`config.mk`:
```
export PLATFORM = sky130hd
export DESIGN_NAME = genesis_pad_emulator
export DESIGN_NICKNAME = d
export VERILOG_FILES = /design/src/rtl/genesis_pad_emulator.sv
export SDC_FILE = /design/constraint.sdc
export NUM_CORES = 1
export LEC_CHECK = 0
export ABC_AREA = 1
export CAP_MARGIN = 20
export CORE_UTILIZATION = 54
export DETAILED_ROUTE_END_ITERATION = 8
export PLACE_DENSITY = 0.83
export SLEW_MARGIN = 20
export SYNTH_ARGS = -nofsm -noshare
export SYNTH_HDL_FRONTEND = slang
export SYNTH_SLANG_ARGS = --single-unit
```
`constraint.sdc`:
```
create_clock -name iCLK -period 2.54 [get_ports iCLK]
set_input_delay 0.635 -clock iCLK [delete_from_list [all_inputs] [get_ports iCLK]]
set_output_delay 0.635 -clock iCLK [all_outputs]
set_load 0.01 [all_outputs]
```
`src/rtl/genesis_pad_emulator.sv`:
```
// Genesis controller emulator: answers console SELECT (TH) with 6-button,
// 3-button or MasterSystem pad levels built from a registered button set.
module genesis_pad_emulator #(
    parameter int SYNC_STAGES    = 2,
    parameter int TIMEOUT_CYCLES = 75000
) (
    input  logic        iCLK,
    input  logic        iRESET,
    input  logic [1:0]  iMODE,
    input  logic [11:0] iBUTTONS,
    input  logic        iSELECT,
    output logic [5:0]  oPAD,
    output logic [1:0]  oPHASE
);

    localparam int TW = $clog2(TIMEOUT_CYCLES + 1);
    localparam logic [TW-1:0] TMAX  = TW'(TIMEOUT_CYCLES);
    localparam logic [TW-1:0] TNEAR = TW'(TIMEOUT_CYCLES - 1);

    typedef enum logic [1:0] {
        MODE_SMS = 2'd0,
        MODE_3B  = 2'd1,
        MODE_6B  = 2'd2,
        MODE_OFF = 2'd3
    } mode_e;

    mode_e         mode;
    logic          sel;
    logic          selQ;
    logic          selEdge;
    logic          selRise;
    logic [11:0]   btnQ;
    logic [1:0]    cnt;
    logic [1:0]    cntEff;
    logic [TW-1:0] tmo;
    logic [5:0]    lvl;

    assign mode = mode_e'(iMODE);

    generate
        if (SYNC_STAGES == 0) begin : gNoSync
            assign sel = iSELECT;
        end else begin : gSync
            logic [SYNC_STAGES-1:0] syncQ;
            always_ff @(posedge iCLK) begin
                if (iRESET) begin
                    syncQ <= '1;
                end else begin
                    for (int i = SYNC_STAGES - 1; i > 0; i--) begin
                        syncQ[i] <= syncQ[i-1];
                    end
                    syncQ[0] <= iSELECT;
                end
            end
            assign sel = syncQ[SYNC_STAGES-1];
        end
    endgenerate

    assign selEdge = sel ^ selQ;
    assign selRise = sel & ~selQ;

    always_ff @(posedge iCLK) begin
        if (iRESET) begin
            selQ <= 1'b1;
            btnQ <= '0;
            cnt  <= '0;
            tmo  <= '0;
        end else begin
            selQ <= sel;
            btnQ <= iBUTTONS;
            if (selEdge) begin
                tmo <= '0;
            end else if (tmo != TMAX) begin
                tmo <= tmo + TW'(1);
            end
            // an edge always beats the idle timeout
            if (mode != MODE_6B) begin
                cnt <= '0;
            end else if (selRise) begin
                cnt <= cnt + 2'd1;
            end else if (!selEdge && tmo >= TNEAR) begin
                cnt <= '0;
            end
        end
    end

    // the high half of a TH pulse already answers with the advanced phase
    always_comb begin
        cntEff = 2'd0;
        if (mode == MODE_6B) begin
            cntEff = selRise ? cnt + 2'd1 : cnt;
        end
    end

    logic bZ, bY, bX, bM, bS, bC, bB, bA, bU, bD, bL, bR;
    assign {bZ, bY, bX, bM, bS, bC, bB, bA, bU, bD, bL, bR} = btnQ;

    always_comb begin
        lvl = 6'h3F;
        unique case (mode)
            MODE_SMS: lvl = ~{bC, bB, bU, bD, bL, bR};
            MODE_3B, MODE_6B: begin
                if (sel) begin
                    if (cntEff == 2'd3) begin
                        lvl = ~{bC, bB, bZ, bY, bX, bM};
                    end else begin
                        lvl = ~{bC, bB, bU, bD, bL, bR};
                    end
                end else begin
                    case (cntEff)
                        2'd2:    lvl = {~bS, ~bA, 4'b0000};
                        2'd3:    lvl = {~bS, ~bA, 4'b1111};
                        default: lvl = {~bS, ~bA, ~bU, ~bD, 2'b00};
                    endcase
                end
            end
            MODE_OFF: lvl = 6'h3F;
        endcase
        if (iRESET) begin
            lvl = 6'h3F;
        end
    end

    assign oPAD   = lvl;
    assign oPHASE = cnt;

endmodule
```
* After elaboration in Yosys (flattened, before gate mapping)
Cells that the tools add are included. W data, S select, Z words.
Operators by class: bitwise operators 9, $add $sub $neg 2, reductions and logical operators 7, muxes and demuxes 9, equality and inequality tests 7, magnitude comparators 1
Operator list (count):
- $mux W6 | 3
- $pmux W6 S3 | 1
- $add A17 B1 Y17 const B | 1
- $ge A17 B17 Y1 const B | 1
- $ne A17 B17 Y1 const B | 1
- $not A6 Y6 | 2
- $eq A2 B2 Y1 const B | 4
- $mux W2 | 4
- $pmux W4 S2 | 1
- $reduce_or A2 Y1 | 3
- $not A1 Y1 | 5
- $add A2 B1 Y2 const B | 1
- $eq A2 B1 Y1 const B | 1
- $logic_not A2 Y1 | 1
- $ne A2 B2 Y1 const B | 1
- $reduce_bool A2 Y1 | 1
- $and A1 B1 Y1 | 1
- $logic_and A1 B1 Y1 | 1
- $logic_not A1 Y1 | 1
- $xor A1 B1 Y1 | 1
Word-level totals: bits of input ports 17, word-level logic and storage cells 40, register bits after elaboration 34, output and inout bits 8

* Depth between registers and ports, before layout
word-level depth 9, gate-level depth with buffers 13

* Least setup slack after synthesis
OpenSTA, ideal clock, no wires.
path kind input-to-output, from input iMODE[0], to output oPAD[0], stages 10, slack 0.432 ns, required time 1.905 ns, arrival time 1.473 ns, cell sequence inv_1 -> ha_1 -> nand3_4 -> nand2_1 -> nand2_1 -> inv_1 -> o21ai_0 -> nand2_1 -> nand2_1 -> nand2_1
Between the ends: word-level cells in the longest chain between the ends 7
RTL lines:
- start, declared | line 9 | input logic [1:0] iMODE,
- $eq A2 B2 Y1 | line 90, 100
- $mux W2 | line 90 | if (mode == MODE_6B) begin
- $eq A2 B2 Y1 (on tied branches) | line 104, 110
- $pmux W4 S2 or $mux W6 (tied branches) | line 110, 104
- $mux W6 | line 103 | if (sel) begin
- $pmux W6 S3 (*) | line 100 | unique case (mode)
- $mux W6 (*) | line 119 | if (iRESET) begin
- end, declared | line 12 | output logic [5:0] oPAD,
Every way passes the cells marked *; elsewhere a longest branch is shown, timed or not.

* Final worst setup path
from register selQ, to output oPAD[1]
Between the ends: word-level cells in the longest chain between the ends 9
RTL lines:
- start, declared | line 29 | logic selQ;
- start signal, assigned | line 69 | selQ <= sel;
- $not A1 Y1 (*) | line 60 | assign selRise = sel & ~selQ;
- $and A1 B1 Y1 (*) | line 60
- $mux W2 (*) | line 91 | cntEff = selRise ? cnt + 2'd1 : cnt;
- $mux W2 (*) | line 90
- $eq A2 B2 Y1 (on tied branches) | line 104, 110
- $pmux W4 S2 or $mux W6 (tied branches) | line 110, 104
- $mux W6 (*) | line 103
- $pmux W6 S3 (*) | line 100
- $mux W6 (*) | line 119
Marked as above.

==> impl_metrics.json <==
{
  "die_x_um": 61.0,
  "syn_area_sq_mm": 0.00188,
  "start_kind": "flip-flop",
  "io_pins": 25,
  "postSynthAreaPerCell_sq_um": 6.74,
  "finalHoldViolations": 0,
  "cts.sinks": 34,
  "finalCriticalPeriod_ns": 2.52,
  "clock_path_buffers": 2,
  "synth_ff_type": "dfxtp_1",
  "cp_max_fo": 5,
  "seqPwrFrac_pct": 50.6,
  "max_slew_margin_pct": 78.9,
  "tns_ns": 0,
  "postCtsHoldBufs": 0,
  "rows": 21,
  "drt_first_iter_violations": 114,
  "outcome": "finished clean",
  "dp_hpwl_mm": 2.95,
  "pwr-share-comb_pct": 13.0,
  "design.core.area_sq_mm": 0.00334,
  "antenna_cells": 0,
  "cts_tree": "done",
  "timing.final.crit_share_pct": 99.3,
  "viasPerCell": 4.86,
  "cp_data_arrival_time_ns": 1.89,
  "max_freq_mhz": 396,
  "cap_viol_max_count": 0,
  "tightest_slew_ns": 0.316,
  "io_buffer_count": 24,
  "synth_edf_count": 0,
  "drt-total-wl_mm": 4.08,
  "yosysSeqAreaShare_pct": 36.2,
  "clk_pin_slew_ns": 0.11,
  "route.detailed.drc": 0,
  "area_growth_pct": 27.6,
  "grt_first_pass_wirelength_mm": 6.43,
  "intPower_mw": 0.826,
  "antenna_found_initial": 0,
  "skew_ns": 0.00396,
  "hold_class": "reg -> reg",
  "holdWs_ns": 0.428,
  "power_leakage_nw": 1.14,
  "nets": 343,
  "grt.overflow.total": 0,
  "synthArstFlopShare_pct": 0,
  "ir_drop_v": 0.000330,
  "worstSkewPairLatency_ns": 0.35,
  "route.vias.total": 1778,
  "synth_seq_cells": 34,
  "post_drt_wl_per_cell_um": 11.1,
  "fin_cells": 366,
  "finish.utilization_pct": 71.8,
  "die-area_sq_mm": 0.00372,
  "place_congestion": 0.863,
  "dr.pass1.iters": 7,
  "grt_pass1_vias": 1551,
  "p_sw_share_pct": 25.3,
  "root_buffer": "clkbuf_4",
  "grt_setup_unrepaired": "true",
  "p_switching_mw": 0.280,
  "setup_viol": 0,
  "die_y_um": 61.0,
  "detail-route-antenna-nets": 0,
  "worstSetupPathType": "reg -> out",
  "drive_above_1_share_pct": 20.9,
  "crit_path_end_kind": "primary output",
  "cts_max_level": 2,
  "pwr-share-clk_pct": 36.4,
  "synth_warnings": 0,
  "critical_path_required_ns": 1.90,
  "placedCellCount": 355,
  "synth_nets": 303,
  "maxSlewViolCount": 0,
  "powerDensity_mw_per_mm2": 461,
  "ff2ff_setup_slack_ns": 0.91,
  "cts_buffers": 5,
  "grt_usage_pct": 24.1,
  "synth_cells": 279,
  "ys_types": 29,
  "grt_max_degree": 15,
  "start_util_pct": 56.3
}
[critical path: stages, from the launching register on]
cell	delay, ns
dfxtp_2	0.33
inv_2	0.04
ha_4	0.16
buf_6	0.12
inv_4	0.06
nand2_4	0.05
nand2_4	0.11
nand3_4	0.12
nand2_2	0.07
nand2_1	0.05
o21ai_1	0.11
nand2_1	0.06
nand2_1	0.06
nand2_1	0.05
buf_2	0.14
[cells in the mapped netlist, types with 3 or more instances]
| master | number | share of area (%) |
|---|---|---|
| nor2_2 | 4 | 1.3 |
| nand4_1 | 7 | 2.3 |
| nand2_2 | 5 | 1.7 |
| ha_1 | 7 | 4.7 |
| inv_2 | 5 | 1.0 |
| o21ai_0 | 15 | 4.0 |
| dfxtp_1 | 34 | 36 |
| nand2_1 | 62 | 12 |
| nand3_1 | 14 | 3.7 |
| a21oi_1 | 19 | 5.1 |
| nor2_1 | 31 | 6.2 |
| inv_1 | 54 | 11 |
| nor3_1 | 3 | 0.80 |
[metal layers]
metal / vias up / part of all wire, % / wire length, um / track usage (%)
met1: 769 / 43 / 1750 / 28.8
li1: 947 / - / - / -
met4: 0 / 1.9 / 78 / 12.7
met2: 53 / 50 / 2030 / 39.9
met3: 9 / 5.5 / 224 / 6.40
met5: - / 0 / 0 / 0
[final timing paths]
kind,endpoint,cells after the start,startpoint
max,oPAD[1],14,selQ$_SDFF_PP1_
min,gSync.syncQ[1]$_SDFF_PP1_,1,gSync.syncQ[0]$_SDFF_PP1_
max reg2reg,oPHASE[0]$_SDFFE_PP0P_,10,tmo[0]$_SDFFE_PP0P_
min reg2reg,gSync.syncQ[1]$_SDFF_PP1_,1,gSync.syncQ[0]$_SDFF_PP1_
[state kept, by name, indices dropped and copies added, names as in the netlist]
name / flops
gSync.syncQ: 2
oPHASE: 2
btnQ: 12
selQ: 1
tmo: 17
[through the flow]
stage / cell area (sq um) / setup slack [ns] / power [mW]
floorplan: 1880 / 0.432 / 0.642
global placement: 2230 / -0.566 / 0.706
detailed placement: 2230 / -0.615 / 0.709
CTS: 2350 / 0.00195 / 1.11
global route: 2400 / -0.149 / 1.16
finish: 2400 / 0.0177 / 1.11
[layout make-up]
type	count	area (sq um)
Tap cell	46	57.6
Clock inverter	3	45.0
Fill cell	268	940
Multi-Input combinational cell	185	1070
Inverter	59	224
Sequential cell	34	683
Timing Repair Buffer	34	283
Clock buffer	5	37.5
[layout by cell type (no fill, tap or decap), drive strengths merged, types with 2 or more instances in the layout]
| cell type | instances |
|---|---|
| clkinvlp | 2 |
| nor2 | 38 |
| o21ai | 17 |
| a21oi | 19 |
| buf | 14 |
| nand2 | 67 |
| nand4 | 7 |
| dfxtp | 34 |
| inv | 59 |
| clkbuf | 8 |
| nor3 | 5 |
| or2 | 3 |
| nand3 | 17 |
| ha | 7 |
| clkdlybuf4s50 | 16 |
[power by group through the flow]
| stage | clock, mW | combinational [mW] | sequential [mW] |
|---|---|---|---|
| detailed placement | 0 | 0.139 | 0.570 |
| global route | 0.431 | 0.165 | 0.561 |
| CTS | 0.408 | 0.140 | 0.559 |
| floorplan | 0 | 0.0740 | 0.568 |
| global placement | 0 | 0.136 | 0.570 |
| finish | 0.403 | 0.144 | 0.559 |
[cells by family (layout without fill, tap and decap cells)]
| kind of cell | after synthesis | after routing | share of synthesized area, % |
|---|---|---|---|
| AO/OA/AOI/OAI | 39 | 39 | 10.7 |
| XOR/XNOR | 1 | 1 | 0.466 |
| adder cells (fa/ha/maj) | 7 | 7 | 4.66 |
| buffers and inverters | 61 | 101 | 12.2 |
| flip-flops | 34 | 34 | 36.2 |
| AND/OR/NAND/NOR | 137 | 138 | 35.7 |
[timing repair]
| item | in CTS | in global routing |
|---|---|---|
| endpoints found under the setup margin | 6 | 6 |
| pin swaps | 4 | 8 |
| gates cloned | 1 | 0 |
| gates resized for setup | 38 | 14 |
| buffers inserted | 1 | 1 |
No activity file was read; power rests on OpenSTA's default activity.
